[config.mk]
export PLATFORM = sky130hd
export DESIGN_NAME = simon_seq_ctrl
export DESIGN_NICKNAME = d
export VERILOG_FILES = /design/src/rtl/simon_seq_ctrl.sv
export SDC_FILE = /design/constraint.sdc
export NUM_CORES = 1
export LEC_CHECK = 0
export CORE_MARGIN = 10
export CORE_UTILIZATION = 46
export DETAILED_ROUTE_END_ITERATION = 8
export PLACE_DENSITY = 0.95
export SLEW_MARGIN = 20
export SYNTH_ARGS = -nofsm -noshare
export SYNTH_HDL_FRONTEND = slang
export SYNTH_SLANG_ARGS = --single-unit
[constraint.sdc]
create_clock -name clk -period 5.75 [get_ports clk]
set_input_delay 1.725 -clock clk [delete_from_list [all_inputs] [get_ports clk]]
set_output_delay 1.725 -clock clk [all_outputs]
set_load 0.03 [all_outputs]
[src/rtl/simon_seq_ctrl.sv]
// Sequence controller for a Simon-style memory game: it owns the seed, the
// sequence length and the replay walk, and steers an external LFSR that produces the colors.
module simon_seq_ctrl #(
    parameter int MAX_LEN         = 32,
    parameter int STEPS_PER_COLOR = 2
) (
    input  logic        clk,
    input  logic        rst,
    input  logic        start,
    input  logic [31:0] seed_in,
    input  logic        extend,
    input  logic        replay,
    input  logic        next,
    input  logic        abort,
    input  logic [31:0] lfsr_value,
    output logic        lfsr_enable,
    output logic        lfsr_load,
    output logic [31:0] lfsr_load_value,
    output logic [1:0]  color,
    output logic        color_valid,
    output logic        last,
    output logic        done,
    output logic [7:0]  level,
    output logic        full,
    output logic        busy
);

    localparam logic [1:0]  IDLE         = 2'd0;
    localparam logic [1:0]  LOAD         = 2'd1;
    localparam logic [1:0]  PRESENT      = 2'd2;
    localparam logic [1:0]  STEP         = 2'd3;
    localparam logic [31:0] DEFAULT_SEED = 32'h2048FAFA;
    localparam logic [7:0]  MAX_LEN_L    = 8'(MAX_LEN);
    localparam logic [2:0]  STEP_LAST    = 3'(STEPS_PER_COLOR - 1);

    logic [1:0]  state_r, state_nxt_s;
    logic [31:0] seed_r, seed_nxt_s;
    logic [7:0]  level_r, level_nxt_s;
    logic [7:0]  index_r, index_nxt_s;
    logic [2:0]  step_cnt_r, step_cnt_nxt_s;
    logic        is_last_s;

    assign is_last_s = (index_r == (level_r - 8'd1));

    // Next-state and datapath update; abort overrides every other request.
    always_comb begin
        state_nxt_s    = state_r;
        seed_nxt_s     = seed_r;
        level_nxt_s    = level_r;
        index_nxt_s    = index_r;
        step_cnt_nxt_s = step_cnt_r;
        if (abort) begin
            state_nxt_s = IDLE;
        end else begin
            case (state_r)
                IDLE: begin
                    if (start) begin
                        // A zero seed would lock the LFSR, so substitute a known-good one.
                        seed_nxt_s  = (seed_in == 32'd0) ? DEFAULT_SEED : seed_in;
                        level_nxt_s = 8'd1;
                        index_nxt_s = 8'd0;
                    end else if (extend) begin
                        if (level_r < MAX_LEN_L) begin
                            level_nxt_s = level_r + 8'd1;
                        end else begin
                            level_nxt_s = level_r;
                        end
                    end else if (replay) begin
                        if (level_r != 8'd0) begin
                            index_nxt_s = 8'd0;
                            state_nxt_s = LOAD;
                        end else begin
                            state_nxt_s = IDLE;
                        end
                    end else begin
                        state_nxt_s = IDLE;
                    end
                end
                LOAD: begin
                    state_nxt_s = PRESENT;
                end
                PRESENT: begin
                    if (next) begin
                        if (is_last_s) begin
                            state_nxt_s = IDLE;
                        end else begin
                            index_nxt_s    = index_r + 8'd1;
                            step_cnt_nxt_s = 3'd0;
                            state_nxt_s    = STEP;
                        end
                    end else begin
                        state_nxt_s = PRESENT;
                    end
                end
                STEP: begin
                    step_cnt_nxt_s = step_cnt_r + 3'd1;
                    if (step_cnt_r == STEP_LAST) begin
                        state_nxt_s = PRESENT;
                    end else begin
                        state_nxt_s = STEP;
                    end
                end
                default: begin
                    state_nxt_s = IDLE;
                end
            endcase
        end
    end

    // State and datapath registers with synchronous reset.
    always_ff @(posedge clk) begin
        if (rst) begin
            state_r    <= IDLE;
            seed_r     <= DEFAULT_SEED;
            level_r    <= 8'd0;
            index_r    <= 8'd0;
            step_cnt_r <= 3'd0;
        end else begin
            state_r    <= state_nxt_s;
            seed_r     <= seed_nxt_s;
            level_r    <= level_nxt_s;
            index_r    <= index_nxt_s;
            step_cnt_r <= step_cnt_nxt_s;
        end
    end

    // Controls decode straight from the state so load and shift are mutually exclusive.
    assign lfsr_load       = (state_r == LOAD);
    assign lfsr_enable     = (state_r == STEP);
    assign lfsr_load_value = seed_r;
    assign color_valid     = (state_r == PRESENT);
    assign color           = color_valid ? lfsr_value[1:0] : 2'd0;
    assign last            = color_valid && is_last_s;
    assign done            = last && next && !abort && !rst;
    assign level           = level_r;
    assign full            = (level_r == MAX_LEN_L);
    assign busy            = (state_r != IDLE);

endmodule

# Word level (Yosys, flattened, before mapping)
# Index checks and enable logic that the tools add are counted.
# Widths: inputs -> output; s select.
dict set report op_classes {
  n_div 0
  eq_ne 13
  multipliers 0
  reduce_logical 20
  n_addsub 4
  n_bitwise 1
  n_shift 0
  muxes 23
  order_cmp 1
}
# operator n
set ops {}
lappend ops {{$mux 8} 9}
lappend ops {{$logic_not 32->1} 1}
lappend ops {{$mux 32} 1}
lappend ops {{$add 8x1->8 const B} 2}
lappend ops {{$pmux 8 s2} 1}
lappend ops {{$mux 2} 6}
lappend ops {{$reduce_bool 2->1} 5}
lappend ops {{$ne 3x3->1 const B} 3}
lappend ops {{$eq 8x6->1 const B} 1}
lappend ops {{$eq 8x8->1} 1}
lappend ops {{$lt 8x6->1 const B} 1}
lappend ops {{$ne 2x2->1 const B} 4}
lappend ops {{$pmux 2 s4} 1}
lappend ops {{$reduce_and 4->1} 2}
lappend ops {{$reduce_bool 8->1} 1}
lappend ops {{$sub 8x1->8 const B} 1}
lappend ops {{$reduce_and 7->1} 1}
lappend ops {{$mux 3} 2}
lappend ops {{$pmux 3 s2} 1}
lappend ops {{$eq 2x2->1 const B} 2}
lappend ops {{$logic_and 1x1->1} 4}
lappend ops {{$add 3x1->3 const B} 1}
lappend ops {{$eq 3x1->1 const B} 1}
lappend ops {{$reduce_and 3->1} 1}
lappend ops {{other kinds (7)} 9}
dict set report totals {
  latchBits 0
  out_inout_bits 49
  mem_bits_rw 0
  n_memories 0
  romBits 0
  in_bits 71
  reg_bits 53
}

# Depth between registers and ports, before layout
# Gate-level depths: netlist of run 1.
dict set report depth {
  depth_word 6
  mapped_depth 11
}

# Worst setup path before layout of run 1
# No wires, ideal clock.
dict set report synth_timing {
  path_type {register -> output}
  startpoint {reg level_r[0], in the netlist level[0]}
  endpoint {out done}
  setup_slack_ps 1079
  path_buffers 2
  stages_incl_launch_ff 11
  arrival_time_ps 2946
  cell_sequence {dfxtp_1 buf_4 inv_1 ha_1 buf_2 o21bai_1 a211oi_1 o21bai_4 a21oi_1 nand2_1 nor4_1}
}
dict set report synth_between {
  elab_chain_cells 6
}
# element line_no
set synth_lines {}
lappend synth_lines {{from (decl)} 38} ;# logic [7:0] level_r, level_nxt_s;
lappend synth_lines {{from (signal assigned)} 121} ;# level_r <= level_nxt_s;
lappend synth_lines {{$sub 8x1->8} 43} ;# assign is_last_s = (index_r == (level_r - 8'd1));
lappend synth_lines {{$eq 8x8->1} 43}
lappend synth_lines {{$logic_and 1x1->1} 133} ;# assign last = color_valid && is_last_s;
lappend synth_lines {{$logic_and 1x1->1 (3 in series)} 134} ;# assign done = last && next && !abort && !rst;
lappend synth_lines {{to (decl)} 22} ;# output logic done,
# No other way between the ends.

# Worst setup path after layout of run 1
dict set report layout_timing {
  startpoint {in next}
  endpoint {out done}
}
dict set report layout_between {
  elab_chain_cells 3
}
# element line_no
set layout_lines {}
lappend layout_lines {{from (decl)} 13} ;# input logic next,
lappend layout_lines {{$logic_and 1x1->1 (3 in series)} 134}
# No other way between the ends.

==> results of run 1 <==
[routing by layer]
layer,wire length (um),share of wire,vias to the layer above,track usage
li1,-,-,1329,-
met1,3150,0.38,1262,0.164
met2,4050,0.49,108,0.290
met3,983,0.12,10,0.0932
met4,73,0.0088,0,0.0391
met5,0,0,-,0
[stage by stage]
step | instances | setup WS, ps
after floorplan | 328 | 1080
after global placement | 474 | 666
after detailed placement | 474 | 680
after CTS | 482 | 670
after global routing | 483 | 384
final | 483 | 631
[sequential cells by signal (all words and copies together), names as in the netlist]
signal and flops:
index_r 8, level 8, lfsr_load_value 32, state_r 2, step_cnt_r 3
[tightest hold or removal path: stages (launching register included)]
cell	delay, ps
dfxtp_1	320
nand2_1	50
a21oi_1	50
[placed cells by master, fill, tap and decap left out, types with 2 or more instances in the layout]
master / count
a211oi_1: 4
xor2_1: 6
mux2i_1: 8
nand4_1: 9
clkdlybuf4s50_1: 89
clkbuf_8: 5
nand2_1: 52
inv_1: 14
nor3_1: 2
dfxtp_1: 53
nor4_1: 10
nand3_1: 6
nand3b_1: 3
nand2b_1: 7
ha_1: 6
nor3_2: 2
and3_1: 5
a31oi_1: 4
o21a_1: 2
nor2_1: 21
and2_1: 4
o22a_1: 15
buf_4: 2
xnor2_1: 4
o211ai_1: 7
nor2b_1: 7
a21oi_1: 30
[cell families (layout without fill, tap and decap cells)]
group,after synthesis,count (layout)
AO/OA/AOI/OAI,80,80
XOR/XNOR,10,10
adder cells (fa/ha/maj),6,6
AND/OR/NAND/NOR,136,136
flip-flops,53,53
buffers and inverters,35,115
multiplexers,8,8
[final cells by class]
cell class / instances / area [um^2] / share of cell area
Sequential cell: 53 / 1060 / 0.280
Clock inverter: 3 / 46.3 / 0.0122
Multi-Input combinational cell: 240 / 1540 / 0.408
Clock buffer: 5 / 68.8 / 0.0182
Tap cell: 75 / 93.8 / 0.0248
Timing Repair Buffer: 92 / 913 / 0.241
Inverter: 15 / 56.3 / 0.0149
[worst max-delay path by stage]
stage | end | slack [ps] | cells after the start | from
floorplan | done | 1080 | 10 | level[0]
global placement | done | 670 | 4 | next
CTS | done | 670 | 4 | next
detailed placement | done | 680 | 4 | next
global route | done | 380 | 9 | level[0]
finish | done | 630 | 4 | next
[report_power, final]
group	internal, W	leakage, nW	switching [W]	total (W)
Clock	0.000130	0.0543	0.000126	0.000256
Sequential	0.000379	0.432	0.00000825	0.000387
Combinational	0.0000647	0.847	0.0000759	0.000141
==> impl_metrics.tcl, run 1 <==
set metrics [dict create \
    gp_congestion 0.929 \
    nets 484 \
    cap_violations 0 \
    cts_hold_buf 0 \
    synth_compound_area_frac 0.217 \
    routed_wl_um 8250 \
    syn_inst 328 \
    synthAdderAreaFrac 0.0272 \
    reg2reg_slack_ps 3230 \
    ys_seq_elements 53 \
    cts_buffers 5 \
    htree_levels 2 \
    cp_num_buf_inv 2 \
    postCtsSetupBuffers 0 \
    ys.warnings.count 0 \
    path_class "primary input to primary output" \
    slowest_delay_ps 730 \
    grt_start_max_net_pins 30 \
    insertion_delay_ps 300 \
    grt_usage 0.165 \
    ios 120 \
    hold_violations 0 \
    path_max_fanout 6 \
    yosysMostFrequentCell "dfxtp_1" \
    synth_largest_area_cell "dfxtp_1" \
    start_util 0.470 \
    wl_per_cell_um 17.1 \
    min_period_over_period 0.890 \
    dieWidth_um 97.5 \
    slowest_stage "clkdlybuf4s50_1" \
    clock_path_buffers 2 \
    design_area_mm2 0.00378 \
    dr.pass1.iters 4 \
    outcome "finished, final reports clean" \
    antenna_cells 0 \
    ys_top_cells_by_count "dfxtp_1, nand2_1, a21oi_1, nor2_1, o22a_1" \
    ir_worst_vdd_mv 0.183 \
    skew_ps 8.74 \
    fin_crit_ps 5120 \
    crit_path_start_kind "primary input" \
    cts_root_buf "clkbuf_8" \
    finalPower_w 0.000784 \
    finalMaxSlewViolations 0 \
    synth_cell_types 56 \
    design.die.area_mm2 0.00951 \
    nFillCells 442 \
    synth_top_family_by_area "simple AND/OR/NAND/NOR gates" \
    synth_flop_cell "dfxtp_1" \
    cts_resized 0 \
    power_density_mw_per_mm2 207 \
    die_h_um 97.5 \
    yosys-top-cells-area "dfxtp_1, nand2_1, a21oi_1, o22a_1, mux2i_1" \
    hold_end "lfsr_load_value[21]" \
    syn_area_per_cell_um2 8.43 \
    crit_family "buffers and inverters" \
    leakage_nw 1.33 \
    synth_area_mm2 0.00276 \
    vias_per_cell 5.61 \
    path_common_cell "clkdlybuf4s50_1" \
    hold_start "lfsr_load_value[21]" \
    slew_headroom 0.445 \
    crit_chain "clkdlybuf4s50_1 > nand2_1 > nor4_1 > clkdlybuf4s50_1" \
    worstPathRequired_ps 4030 \
    rsz0062_at_grt "no" \
    grt_pass1_wl_um 13500 \
    core_mm2 0.00589 \
    synthXorXnorAreaFrac 0.0317 \
    synth-simple-area-share 0.254 \
    whs_ps 458 \
    drt_iter0_markers 199 \
    postLayoutCoreUtil 0.643 \
    dp_hpwl_um 6400 \
    worstMarginPinSlew_ps 830 \
    cts.sinks 53 \
    r2r_start "level[0]" \
    holdPathStages 2 \
    path_clk_slew_ps 90 \
    cts_tree "done" \
    hold_class "flip-flop to flip-flop" \
    grt_pass1_vias 2853 \
    yosysTopAreaCellShare 0.384 \
    drive_gt1_frac 0.0613 \
    crit_arrival_ps 3390 \
    final.setup.tns_ps 0 \
    ant_nets 0 \
    io_buffers 89 \
    antenna_found_initial 0 \
    dpl_cell_area_mm2 0.00366 \
    syn_nets 405 \
    fmax_ghz 0.195 \
    overflow 0 \
    syn_to_final_growth_pct 36.9 \
    drcViolationCount 0 \
    synth_mux_area_frac 0.0290 \
    ys_seq_area_frac 0.384 \
    r2r_cells 8 \
    vias 2709 \
    setup_violations 0 \
    reg2reg_to "index_r[5]" \
    placementRows 28 \
    synth-edff-count 0 \
    cp-end-kind "primary output" \
    ys_async_sr_fraction 0 \
]
Note: power is estimated with default switching activity, not from simulation.
==> run 2: changes to the inputs <==
GPL_ROUTABILITY_DRIVEN = 0   (was default)
==> results of run 2 <==
The final DEF is identical to that of run 1; final timing and power are the same.
